==> src/rtl/exc_ctrl_if.sv <==
// Exception controller bundle: pipeline-stage exception requests in, COP0
// exception record and PC redirect out.
interface exc_ctrl_if;
    logic        MEM_ADEL_IN;
    logic        MEM_ADES_IN;
    logic [31:0] MEM_ADDR_IN;
    logic [31:0] MEM_PC_IN;
    logic        MEM_BD_IN;
    logic        EX_OVF_IN;
    logic [31:0] EX_PC_IN;
    logic        EX_BD_IN;
    logic [3:0]  ID_EXC_IN;
    logic [1:0]  ID_CPU_NUM_IN;
    logic [31:0] ID_PC_IN;
    logic        ID_BD_IN;
    logic        IF_ADEL_IN;
    logic [31:0] IF_PC_IN;
    logic        IF_BD_IN;
    logic        COP0_INT_IN;
    logic [31:0] CORE_EXC_VECTOR_IN;

    logic        CORE_EXC_EN_OUT;
    logic [1:0]  CORE_EXC_CE_OUT;
    logic [4:0]  CORE_EXC_CODE_OUT;
    logic        CORE_EXC_BD_OUT;
    logic [31:0] CORE_EXC_EPC_OUT;
    logic [31:0] CORE_EXC_BADVA_OUT;
    logic        EXC_DETECT_OUT;
    logic        FLUSH_OUT;
    logic        PC_LOAD_OUT;
    logic [31:0] PC_LOAD_ADDR_OUT;

    modport master (
        output MEM_ADEL_IN, MEM_ADES_IN, MEM_ADDR_IN, MEM_PC_IN, MEM_BD_IN,
               EX_OVF_IN, EX_PC_IN, EX_BD_IN,
               ID_EXC_IN, ID_CPU_NUM_IN, ID_PC_IN, ID_BD_IN,
               IF_ADEL_IN, IF_PC_IN, IF_BD_IN,
               COP0_INT_IN, CORE_EXC_VECTOR_IN,
        input  CORE_EXC_EN_OUT, CORE_EXC_CE_OUT, CORE_EXC_CODE_OUT,
               CORE_EXC_BD_OUT, CORE_EXC_EPC_OUT, CORE_EXC_BADVA_OUT,
               EXC_DETECT_OUT, FLUSH_OUT, PC_LOAD_OUT, PC_LOAD_ADDR_OUT
    );

    modport slave (
        input  MEM_ADEL_IN, MEM_ADES_IN, MEM_ADDR_IN, MEM_PC_IN, MEM_BD_IN,
               EX_OVF_IN, EX_PC_IN, EX_BD_IN,
               ID_EXC_IN, ID_CPU_NUM_IN, ID_PC_IN, ID_BD_IN,
               IF_ADEL_IN, IF_PC_IN, IF_BD_IN,
               COP0_INT_IN, CORE_EXC_VECTOR_IN,
        output CORE_EXC_EN_OUT, CORE_EXC_CE_OUT, CORE_EXC_CODE_OUT,
               CORE_EXC_BD_OUT, CORE_EXC_EPC_OUT, CORE_EXC_BADVA_OUT,
               EXC_DETECT_OUT, FLUSH_OUT, PC_LOAD_OUT, PC_LOAD_ADDR_OUT
    );
endinterface

==> src/rtl/exc_ctrl.sv <==
// Exception controller: prioritises stage requests, records the winner for
// COP0, flushes the pipe and redirects the PC to the COP0 vector.
module exc_ctrl #(
    parameter logic [31:0] RESET_VEC = 32'hbfc0_0000
) (
    input  logic      CLK,
    input  logic      RST_SYNC,
    exc_ctrl_if.slave bus
);

    typedef enum logic [1:0] {IDLE, EXC, VEC} state_t;

    typedef struct packed {
        logic [4:0]  code;
        logic [1:0]  ce;
        logic        bd;
        logic [31:0] epc;
        logic [31:0] badva;
    } exc_rec_t;

    function automatic exc_rec_t mk_rec(input logic [4:0] code, input logic [1:0] ce,
                                        input logic bd, input logic [31:0] epc,
                                        input logic [31:0] badva);
        exc_rec_t r;
        r.code  = code;
        r.ce    = ce;
        r.bd    = bd;
        r.epc   = epc;
        r.badva = badva;
        return r;
    endfunction

    state_t      state;
    exc_rec_t    sel;
    exc_rec_t    rec;
    logic        req_any;
    logic        exc_en;
    logic        flush;
    logic        pc_load;
    logic [31:0] pc_addr;

    // Oldest stage wins; within ID the order is CpU, RI, Bp, Sys.
    always_comb begin
        sel     = '0;
        req_any = 1'b1;
        if (bus.MEM_ADEL_IN)
            sel = mk_rec(5'd4, 2'b00, bus.MEM_BD_IN, bus.MEM_PC_IN, bus.MEM_ADDR_IN);
        else if (bus.MEM_ADES_IN)
            sel = mk_rec(5'd5, 2'b00, bus.MEM_BD_IN, bus.MEM_PC_IN, bus.MEM_ADDR_IN);
        else if (bus.EX_OVF_IN)
            sel = mk_rec(5'd12, 2'b00, bus.EX_BD_IN, bus.EX_PC_IN, 32'h0);
        else if (bus.ID_EXC_IN[3])
            sel = mk_rec(5'd11, bus.ID_CPU_NUM_IN, bus.ID_BD_IN, bus.ID_PC_IN, 32'h0);
        else if (bus.ID_EXC_IN[2])
            sel = mk_rec(5'd10, 2'b00, bus.ID_BD_IN, bus.ID_PC_IN, 32'h0);
        else if (bus.ID_EXC_IN[1])
            sel = mk_rec(5'd9, 2'b00, bus.ID_BD_IN, bus.ID_PC_IN, 32'h0);
        else if (bus.ID_EXC_IN[0])
            sel = mk_rec(5'd8, 2'b00, bus.ID_BD_IN, bus.ID_PC_IN, 32'h0);
        else if (bus.IF_ADEL_IN)
            sel = mk_rec(5'd4, 2'b00, bus.IF_BD_IN, bus.IF_PC_IN, bus.IF_PC_IN);
        else if (bus.COP0_INT_IN)
            // Interrupt is taken on the instruction currently in ID.
            sel = mk_rec(5'd0, 2'b00, bus.ID_BD_IN, bus.ID_PC_IN, 32'h0);
        else
            req_any = 1'b0;
    end

    always_ff @(posedge CLK or posedge RST_SYNC) begin
        if (RST_SYNC) begin
            state   <= IDLE;
            exc_en  <= 1'b0;
            flush   <= 1'b0;
            pc_load <= 1'b0;
            rec     <= '0;
            pc_addr <= RESET_VEC;
        end else begin
            case (state)
                IDLE: begin
                    exc_en  <= 1'b0;
                    pc_load <= 1'b0;
                    flush   <= 1'b0;
                    if (req_any) begin
                        state  <= EXC;
                        exc_en <= 1'b1;
                        flush  <= 1'b1;
                        rec    <= sel;
                    end
                end
                EXC: begin
                    state   <= VEC;
                    exc_en  <= 1'b0;
                    flush   <= 1'b1;
                    pc_load <= 1'b1;
                    pc_addr <= bus.CORE_EXC_VECTOR_IN;
                end
                VEC: begin
                    state   <= IDLE;
                    exc_en  <= 1'b0;
                    flush   <= 1'b0;
                    pc_load <= 1'b0;
                end
                default: begin
                    state   <= IDLE;
                    exc_en  <= 1'b0;
                    flush   <= 1'b0;
                    pc_load <= 1'b0;
                end
            endcase
        end
    end

    assign bus.EXC_DETECT_OUT     = (state == IDLE) && req_any;
    assign bus.CORE_EXC_EN_OUT    = exc_en;
    assign bus.CORE_EXC_CE_OUT    = rec.ce;
    assign bus.CORE_EXC_CODE_OUT  = rec.code;
    assign bus.CORE_EXC_BD_OUT    = rec.bd;
    assign bus.CORE_EXC_EPC_OUT   = rec.epc;
    assign bus.CORE_EXC_BADVA_OUT = rec.badva;
    assign bus.FLUSH_OUT          = flush;
    assign bus.PC_LOAD_OUT        = pc_load;
    assign bus.PC_LOAD_ADDR_OUT   = pc_addr;

endmodule

==> src/flat_wrapper.sv <==
// flat-port wrapper written by rule: the top's interface ports become plain ports
module exc_ctrl_flat 
#(
    parameter logic [31:0] RESET_VEC = 32'hbfc0_0000
)
  (CLK, RST_SYNC, bus_MEM_ADEL_IN, bus_MEM_ADES_IN, bus_MEM_ADDR_IN, bus_MEM_PC_IN, bus_MEM_BD_IN, bus_EX_OVF_IN, bus_EX_PC_IN, bus_EX_BD_IN, bus_ID_EXC_IN, bus_ID_CPU_NUM_IN, bus_ID_PC_IN, bus_ID_BD_IN, bus_IF_ADEL_IN, bus_IF_PC_IN, bus_IF_BD_IN, bus_COP0_INT_IN, bus_CORE_EXC_VECTOR_IN, bus_CORE_EXC_EN_OUT, bus_CORE_EXC_CE_OUT, bus_CORE_EXC_CODE_OUT, bus_CORE_EXC_BD_OUT, bus_CORE_EXC_EPC_OUT, bus_CORE_EXC_BADVA_OUT, bus_EXC_DETECT_OUT, bus_FLUSH_OUT, bus_PC_LOAD_OUT, bus_PC_LOAD_ADDR_OUT);
  exc_ctrl_if bus_i ();
  input  logic CLK;
  input  logic RST_SYNC;
  input wire logic [$bits(bus_i.MEM_ADEL_IN)-1:0] bus_MEM_ADEL_IN;
  input wire logic [$bits(bus_i.MEM_ADES_IN)-1:0] bus_MEM_ADES_IN;
  input wire logic [$bits(bus_i.MEM_ADDR_IN)-1:0] bus_MEM_ADDR_IN;
  input wire logic [$bits(bus_i.MEM_PC_IN)-1:0] bus_MEM_PC_IN;
  input wire logic [$bits(bus_i.MEM_BD_IN)-1:0] bus_MEM_BD_IN;
  input wire logic [$bits(bus_i.EX_OVF_IN)-1:0] bus_EX_OVF_IN;
  input wire logic [$bits(bus_i.EX_PC_IN)-1:0] bus_EX_PC_IN;
  input wire logic [$bits(bus_i.EX_BD_IN)-1:0] bus_EX_BD_IN;
  input wire logic [$bits(bus_i.ID_EXC_IN)-1:0] bus_ID_EXC_IN;
  input wire logic [$bits(bus_i.ID_CPU_NUM_IN)-1:0] bus_ID_CPU_NUM_IN;
  input wire logic [$bits(bus_i.ID_PC_IN)-1:0] bus_ID_PC_IN;
  input wire logic [$bits(bus_i.ID_BD_IN)-1:0] bus_ID_BD_IN;
  input wire logic [$bits(bus_i.IF_ADEL_IN)-1:0] bus_IF_ADEL_IN;
  input wire logic [$bits(bus_i.IF_PC_IN)-1:0] bus_IF_PC_IN;
  input wire logic [$bits(bus_i.IF_BD_IN)-1:0] bus_IF_BD_IN;
  input wire logic [$bits(bus_i.COP0_INT_IN)-1:0] bus_COP0_INT_IN;
  input wire logic [$bits(bus_i.CORE_EXC_VECTOR_IN)-1:0] bus_CORE_EXC_VECTOR_IN;
  output wire logic [$bits(bus_i.CORE_EXC_EN_OUT)-1:0] bus_CORE_EXC_EN_OUT;
  output wire logic [$bits(bus_i.CORE_EXC_CE_OUT)-1:0] bus_CORE_EXC_CE_OUT;
  output wire logic [$bits(bus_i.CORE_EXC_CODE_OUT)-1:0] bus_CORE_EXC_CODE_OUT;
  output wire logic [$bits(bus_i.CORE_EXC_BD_OUT)-1:0] bus_CORE_EXC_BD_OUT;
  output wire logic [$bits(bus_i.CORE_EXC_EPC_OUT)-1:0] bus_CORE_EXC_EPC_OUT;
  output wire logic [$bits(bus_i.CORE_EXC_BADVA_OUT)-1:0] bus_CORE_EXC_BADVA_OUT;
  output wire logic [$bits(bus_i.EXC_DETECT_OUT)-1:0] bus_EXC_DETECT_OUT;
  output wire logic [$bits(bus_i.FLUSH_OUT)-1:0] bus_FLUSH_OUT;
  output wire logic [$bits(bus_i.PC_LOAD_OUT)-1:0] bus_PC_LOAD_OUT;
  output wire logic [$bits(bus_i.PC_LOAD_ADDR_OUT)-1:0] bus_PC_LOAD_ADDR_OUT;
  assign bus_i.MEM_ADEL_IN = bus_MEM_ADEL_IN;
  assign bus_i.MEM_ADES_IN = bus_MEM_ADES_IN;
  assign bus_i.MEM_ADDR_IN = bus_MEM_ADDR_IN;
  assign bus_i.MEM_PC_IN = bus_MEM_PC_IN;
  assign bus_i.MEM_BD_IN = bus_MEM_BD_IN;
  assign bus_i.EX_OVF_IN = bus_EX_OVF_IN;
  assign bus_i.EX_PC_IN = bus_EX_PC_IN;
  assign bus_i.EX_BD_IN = bus_EX_BD_IN;
  assign bus_i.ID_EXC_IN = bus_ID_EXC_IN;
  assign bus_i.ID_CPU_NUM_IN = bus_ID_CPU_NUM_IN;
  assign bus_i.ID_PC_IN = bus_ID_PC_IN;
  assign bus_i.ID_BD_IN = bus_ID_BD_IN;
  assign bus_i.IF_ADEL_IN = bus_IF_ADEL_IN;
  assign bus_i.IF_PC_IN = bus_IF_PC_IN;
  assign bus_i.IF_BD_IN = bus_IF_BD_IN;
  assign bus_i.COP0_INT_IN = bus_COP0_INT_IN;
  assign bus_i.CORE_EXC_VECTOR_IN = bus_CORE_EXC_VECTOR_IN;
  assign bus_CORE_EXC_EN_OUT = bus_i.CORE_EXC_EN_OUT;
  assign bus_CORE_EXC_CE_OUT = bus_i.CORE_EXC_CE_OUT;
  assign bus_CORE_EXC_CODE_OUT = bus_i.CORE_EXC_CODE_OUT;
  assign bus_CORE_EXC_BD_OUT = bus_i.CORE_EXC_BD_OUT;
  assign bus_CORE_EXC_EPC_OUT = bus_i.CORE_EXC_EPC_OUT;
  assign bus_CORE_EXC_BADVA_OUT = bus_i.CORE_EXC_BADVA_OUT;
  assign bus_EXC_DETECT_OUT = bus_i.EXC_DETECT_OUT;
  assign bus_FLUSH_OUT = bus_i.FLUSH_OUT;
  assign bus_PC_LOAD_OUT = bus_i.PC_LOAD_OUT;
  assign bus_PC_LOAD_ADDR_OUT = bus_i.PC_LOAD_ADDR_OUT;
  exc_ctrl #(.RESET_VEC(RESET_VEC)) u_core (.CLK(CLK), .RST_SYNC(RST_SYNC), .bus(bus_i));
endmodule
==> config.mk <==
export PLATFORM = sky130hd
export DESIGN_NAME = exc_ctrl_flat
export DESIGN_NICKNAME = d
export VERILOG_FILES = /design/src/rtl/exc_ctrl_if.sv /design/src/rtl/exc_ctrl.sv /design/src/flat_wrapper.sv
export SDC_FILE = /design/constraint.sdc
export NUM_CORES = 1
export LEC_CHECK = 0
export ABC_AREA = 1
export CAP_MARGIN = 15
export CORE_MARGIN = 3
export CORE_UTILIZATION = 36
export DETAILED_ROUTE_END_ITERATION = 6
export PLACE_DENSITY = 0.88
export SYNTH_ARGS = -nofsm -noshare
export SYNTH_HDL_FRONTEND = slang
export SYNTH_SLANG_ARGS = --single-unit
==> constraint.sdc <==
create_clock -name CLK -period 3.85 [get_ports CLK]
set_clock_uncertainty 0.05 [all_clocks]
set_input_delay 0.77 -clock CLK [delete_from_list [all_inputs] [get_ports CLK]]
set_output_delay 0.77 -clock CLK [all_outputs]
set_load 0.05 [all_outputs]
==> results.toml, run 1 <==
[status]
status = "finished, final reports clean"

[floorplanning]
core_um2 = 16100
ios = 317
die_area_um2 = 18200
die_w_um = 135
start_util = 0.372
fp.dieH_um = 135
rows = 46

[placed_design]
portBuffers = 315
place_congestion = 0.895
dp_hpwl_mm = 16.7
placed_cell_area_um2 = 9250

[clocking]
clk_path_buf_depth = 2
clk_pin_slew_ns = 0.08
post_cts.repair.setup_buffers = 0
cts_buffers = 9
cts_tree = "built"
clk-insertion-delay-late_ns = 0.35
holdBufCountCts = 0
htree_num_levels = 3
cts.sinks = 108
post_cts_resized = 0
root_buffer = "clkbuf_16"

[logic_synthesis]
yosysTopAreaCell = "dfrtp_1"
synth_enable_flop_cells = 0
synth.distinct_cells = 25
synth.top_cell.area_share = 0.415
ys_ff_latch = 108
synthCells = 876
synth.avg_cell_area_um2 = 6.81
synth_area_um2 = 5970
yosysMostFrequentCell = "nand2_1"
synth_nets = 1085
async_reset_ff_frac = 1.00
synth_ff_type = "dfrtp_1"
synth_seq_area_share = 0.455
synth_warnings = 0
synth_area_leaders = "dfrtp_1 42%, nand2_1 26%, nor2_1 6.4%"
ys_top_cells_by_count = "418 x nand2_1, 101 x nor2_1, 99 x dfrtp_1"

[layout]
stdcell_area_um2 = 9550
nNetsFinal = 1369
n_fill_cell = 1426
postLayoutCoreUtil = 0.595
diodes = 0
final_layout_size_suffix_gt1_frac = 0.0455
syn2layout_area_growth_pct = 60.0
multi_input_area_um2 = 2790
seq_area_um2 = 2710

[setup_path]
reg2reg_depth = 5
crit_path_start_kind = "primary input"
cp.required_ns = 3.03
path_class = "in -> out"
max_stage_delay_ns = 0.52
cp_cell_sequence = "clkdlybuf4s50_1 > nor2_4 > nand3_2 > nor2_1 > nor2_4 > buf_12"
crit_top_cell = "nor2_4"
critPathMaxFanout = 5
cp-end-kind = "output port"
cp.arrival_ns = 2.04
cpMaxStageDelayCell = "clkdlybuf4s50_1"

[timing]
fin_crit_sh = 0.743
fmax_ghz = 0.349
setup_tns_ns = 0
final_max_slew_viol_count = 0
rsz0062_at_grt = "false"
setup_viol = 0
min_period_ns = 2.86
tightest_slew_ns = 0.982
maxSlewHeadroom = 0.345
hold_ws_ns = 0.413
hold_viol = 0

[grt]
grt_overflow_total = 0
grt_max_degree = 69
grt_pass1_wl_mm = 35.1
antenna_found_initial = 0
grt_pass1_vias = 6641
grt_usage = 0.247

[power_and_ir_drop]
power.density_nw_per_um2 = 795
ir_worst_vdd_mv = 0.398
power_mw = 7.59
p_leak_nw = 4.61

[worst_hold_path]
min_path_type = "reg -> reg"
min_path_cells = 2

[detailed_routing]
vias = 6758
drt_wl_total_mm = 22.9
wire_per_inst_um = 16.6
first_iter_violations = 402
first_pass_iters = 5
drt.antenna.violating_nets = 0
drc = 0
viasPerCell = 4.89

[run]
maxCapViolCount = 0
-- metrics by stage --
step / cells / setup WS, ns
2_1_floorplan: 876 / 0.199
3_3_place_gp: 1365 / 1.02
3_5_place_dp: 1365 / 0.958
4_1_cts: 1381 / 0.976
5_1_grt: 1381 / 0.884
6_report: 1381 / 0.988
-- area by class of cell --
cell class | count | share of cell area
clock buffer | 10 | 0.0250
sequential | 108 | 0.284
multi-input combinational | 657 | 0.292
inverter | 56 | 0.0223
tap | 216 | 0.0283
timing repair buffer | 328 | 0.342
clock inverter | 6 | 0.00590
-- kinds of logic after synthesis --
logic type,count (synthesis),synth area share
compound gates,59,0.0564
buf+inv,111,0.0820
flops,108,0.455
other cells,1,0.000629
simple gates,597,0.406
-- state kept, by name (all words and copies together), names as in the netlist, 2 cells and up --
| name | cells |
|---|---|
| u_core.bus.CORE_EXC_BADVA_OUT | 32 |
| u_core.state | 2 |
| u_core.bus.CORE_EXC_CODE_OUT | 4 |
| u_core.bus.PC_LOAD_ADDR_OUT | 32 |
| u_core.bus.CORE_EXC_CE_OUT | 2 |
| u_core.bus.CORE_EXC_EPC_OUT | 32 |
-- per-layer routing --
metal	wire, µm	vias up	GRT usage
met4	688	0	0.0945
li1	-	3272	-
met2	11300	343	0.431
met1	8770	3100	0.296
met3	2120	43	0.0566
met5	0	-	0
-- worst max-delay path, delay by kind of cell --
family / cells / cell delay (ns)
and+or+nand+nor: 4 / 0.59
buffers and inverters: 2 / 0.67
-- final timing paths --
path / startpoint / end / slack, ns
worst max register to register: u_core.state[1]$_DFFE_PP0P_ / u_core.bus.CORE_EXC_EPC_OUT[29]$_DFFE_PP0P_ / 1.90
worst max-delay path: bus_ID_EXC_IN[3] / bus_EXC_DETECT_OUT / 0.99
worst min-delay path: u_core.bus.PC_LOAD_ADDR_OUT[27]$_DFFE_PP1P_ / u_core.bus.PC_LOAD_ADDR_OUT[27]$_DFFE_PP1P_ / 0.41
worst min register to register: u_core.bus.PC_LOAD_ADDR_OUT[27]$_DFFE_PP1P_ / u_core.bus.PC_LOAD_ADDR_OUT[27]$_DFFE_PP1P_ / 0.41
min in group asynchronous: RST_SYNC / u_core.bus.PC_LOAD_ADDR_OUT[2]$_DFFE_PP0P_ / 0.79
max in group asynchronous: RST_SYNC / u_core.bus.PC_LOAD_ADDR_OUT[23]$_DFFE_PP1P_ / 2.12
-- power breakdown --
group	leakage [nW]	switching, mW	internal (mW)
combinational	3.17	3.15	1.48
clock	0.143	0.469	0.472
sequential	1.30	0.308	1.71
-- cell usage in the layout (no fill, tap or decap), drive strengths merged --
cell type      synthesis  routed
dfstp                  9       9
nand3b                15      15
a21oi                 19      19
o21bai                 1       1
buf                   33      15
o211ai                14      14
clkbuf                22      10
nand3                 38      38
nor2                 106     106
clkinvlp               0       1
dfrtp                 99      99
nand4                 18      18
or2                    1       1
conb                   1       1
nand2                419     419
inv                   53      56
clkdlybuf4s50          0     313
o21ai                 25      25
clkinv                 3       5
No activity file was read; power rests on OpenSTA's default activity.
==> run 2, diff against run 1 <==
CORE_UTILIZATION = 40   (was 36)
PLACE_DENSITY = 0.92   (was 0.88)
clock period = 2.96 ns   (was 3.85 ns; I/O delays follow)
==> results.toml, run 2 (same netlist as run 1, synthesis figures left out) <==
[status]
status = "finished, final reports clean"

[clocking]
post_cts_resized = 0
cts.sinks = 108
clk_path_buf_depth = 2
post_cts.repair.setup_buffers = 0
clk_pin_slew_ns = 0.08
root_buffer = "clkbuf_16"
cts_tree = "built"
htree_num_levels = 3
cts_buffers = 9
holdBufCountCts = 0
clk-insertion-delay-late_ns = 0.35

[timing]
min_period_ns = 2.46
maxSlewHeadroom = 0.351
setup_viol = 0
setup_tns_ns = 0
final_max_slew_viol_count = 0
fmax_ghz = 0.407
hold_viol = 0
rsz0062_at_grt = "false"
tightest_slew_ns = 0.972
fin_crit_sh = 0.830

[setup_path]
cp.arrival_ns = 1.82
cp-end-kind = "output port"
crit_path_start_kind = "primary input"
cp.required_ns = 2.32
critPathMaxFanout = 3
path_class = "in -> out"

[layout]
diodes = 0
stdcell_area_um2 = 9580
final_cell_mix = "418 x nand2_1, 314 x clkdlybuf4s50_1, 100 x nor2_1, 99 x dfrtp_1, 50 x inv_1"
final_common_cell = "nand2_1"
syn2layout_area_growth_pct = 60.6
final_layout_size_suffix_gt1_frac = 0.0479
postLayoutCoreUtil = 0.657
n_fill_cell = 1188
nNetsFinal = 1373

[run]
maxCapViolCount = 0

[placed_design]
dp_hpwl_mm = 17.0
placed_cell_area_um2 = 9290
portBuffers = 315
place_congestion = 0.941

[detailed_routing]
first_iter_violations = 627
vias = 6923
drt.antenna.violating_nets = 0
drt_wl_total_mm = 23.4
viasPerCell = 5.12
drc = 0
first_pass_iters = 5
wire_per_inst_um = 17.3

[floorplanning]
fp.dieH_um = 128
rows = 44
core_um2 = 14600
ios = 317
die_area_um2 = 16400
start_util = 0.409
die_w_um = 128

[grt]
grt_pass1_wl_mm = 35.9
grt_max_degree = 109
grt_usage = 0.279
grt_overflow_total = 0
antenna_found_initial = 0
grt_pass1_vias = 6866

[power_and_ir_drop]
ir_worst_vdd_mv = 0.759
power.density_nw_per_um2 = 1040
p_leak_nw = 4.64

[worst_hold_path]
min_path_type = "reg -> reg"
run 2: final cells by class:
cell class | instances | area, µm² | area share
clock inverter | 6 | 53.8 | 0.00562
timing repair buffer | 332 | 3340 | 0.349
sequential | 108 | 2710 | 0.283
clock buffer | 10 | 239 | 0.0249
tap | 184 | 230 | 0.0240
multi-input combinational | 657 | 2790 | 0.291
inverter | 56 | 214 | 0.0223
run 2: through the flow:
| stage | cells | hold slack (ns) | total power, mW | setup slack (ns) |
|---|---|---|---|---|
| after detailed placement | 1337 | 0.404 | 8.77 | 0.305 |
| after CTS | 1353 | 0.416 | 10.0 | 0.486 |
| after floorplan | 876 | 0.365 | 6.50 | 0.831 |
| final | 1353 | 0.420 | 9.99 | 0.503 |
| after global routing | 1353 | 0.434 | 10.5 | 0.379 |
| after global placement | 1337 | 0.399 | 8.64 | 0.379 |
run 2: path summary, 6_finish.rpt:
path / slack (ns) / endpoint / depth (start not counted) / from
worst max-delay path: 0.50 / bus_EXC_DETECT_OUT / 6 / bus_ID_EXC_IN[2]
worst min-delay path: 0.42 / u_core.bus.PC_LOAD_ADDR_OUT[28]$_DFFE_PP1P_ / 2 / u_core.bus.PC_LOAD_ADDR_OUT[28]$_DFFE_PP1P_
worst max register to register: 1.00 / u_core.bus.CORE_EXC_BADVA_OUT[26]$_DFFE_PP0P_ / 5 / u_core.state[1]$_DFFE_PP0P_
worst min register to register: 0.42 / u_core.bus.PC_LOAD_ADDR_OUT[28]$_DFFE_PP1P_ / 2 / u_core.bus.PC_LOAD_ADDR_OUT[28]$_DFFE_PP1P_
max in group asynchronous: 1.70 / u_core.bus.CORE_EXC_BADVA_OUT[5]$_DFFE_PP0P_ / 3 / RST_SYNC
min in group asynchronous: 0.72 / u_core.bus.PC_LOAD_ADDR_OUT[30]$_DFFE_PP0P_ / 3 / RST_SYNC
run 2: report_power, final:
| group | leakage, nW | internal (mW) | switching [mW] | total [mW] |
|---|---|---|---|---|
| logic | 3.20 | 2.00 | 4.11 | 6.12 |
| clock network | 0.142 | 0.613 | 0.618 | 1.23 |
| registers | 1.30 | 2.22 | 0.414 | 2.64 |
run 2: critical path, stage by stage:
cell and delay, ns:
clkdlybuf4s50_1 0.49, nor2_4 0.16, nand3_2 0.13, nor2_1 0.23, nor2_4 0.07, buf_12 0.15
run 2: routing by layer:
layer | up-vias | track usage | part of all wire | routed length [µm]
met4 | 0 | 0.154 | 0.053 | 1240
met2 | 420 | 0.456 | 0.48 | 11100
met5 | - | 0 | 0 | 0
met1 | 3149 | 0.340 | 0.37 | 8620
li1 | 3271 | - | - | -
met3 | 83 | 0.0654 | 0.10 | 2380
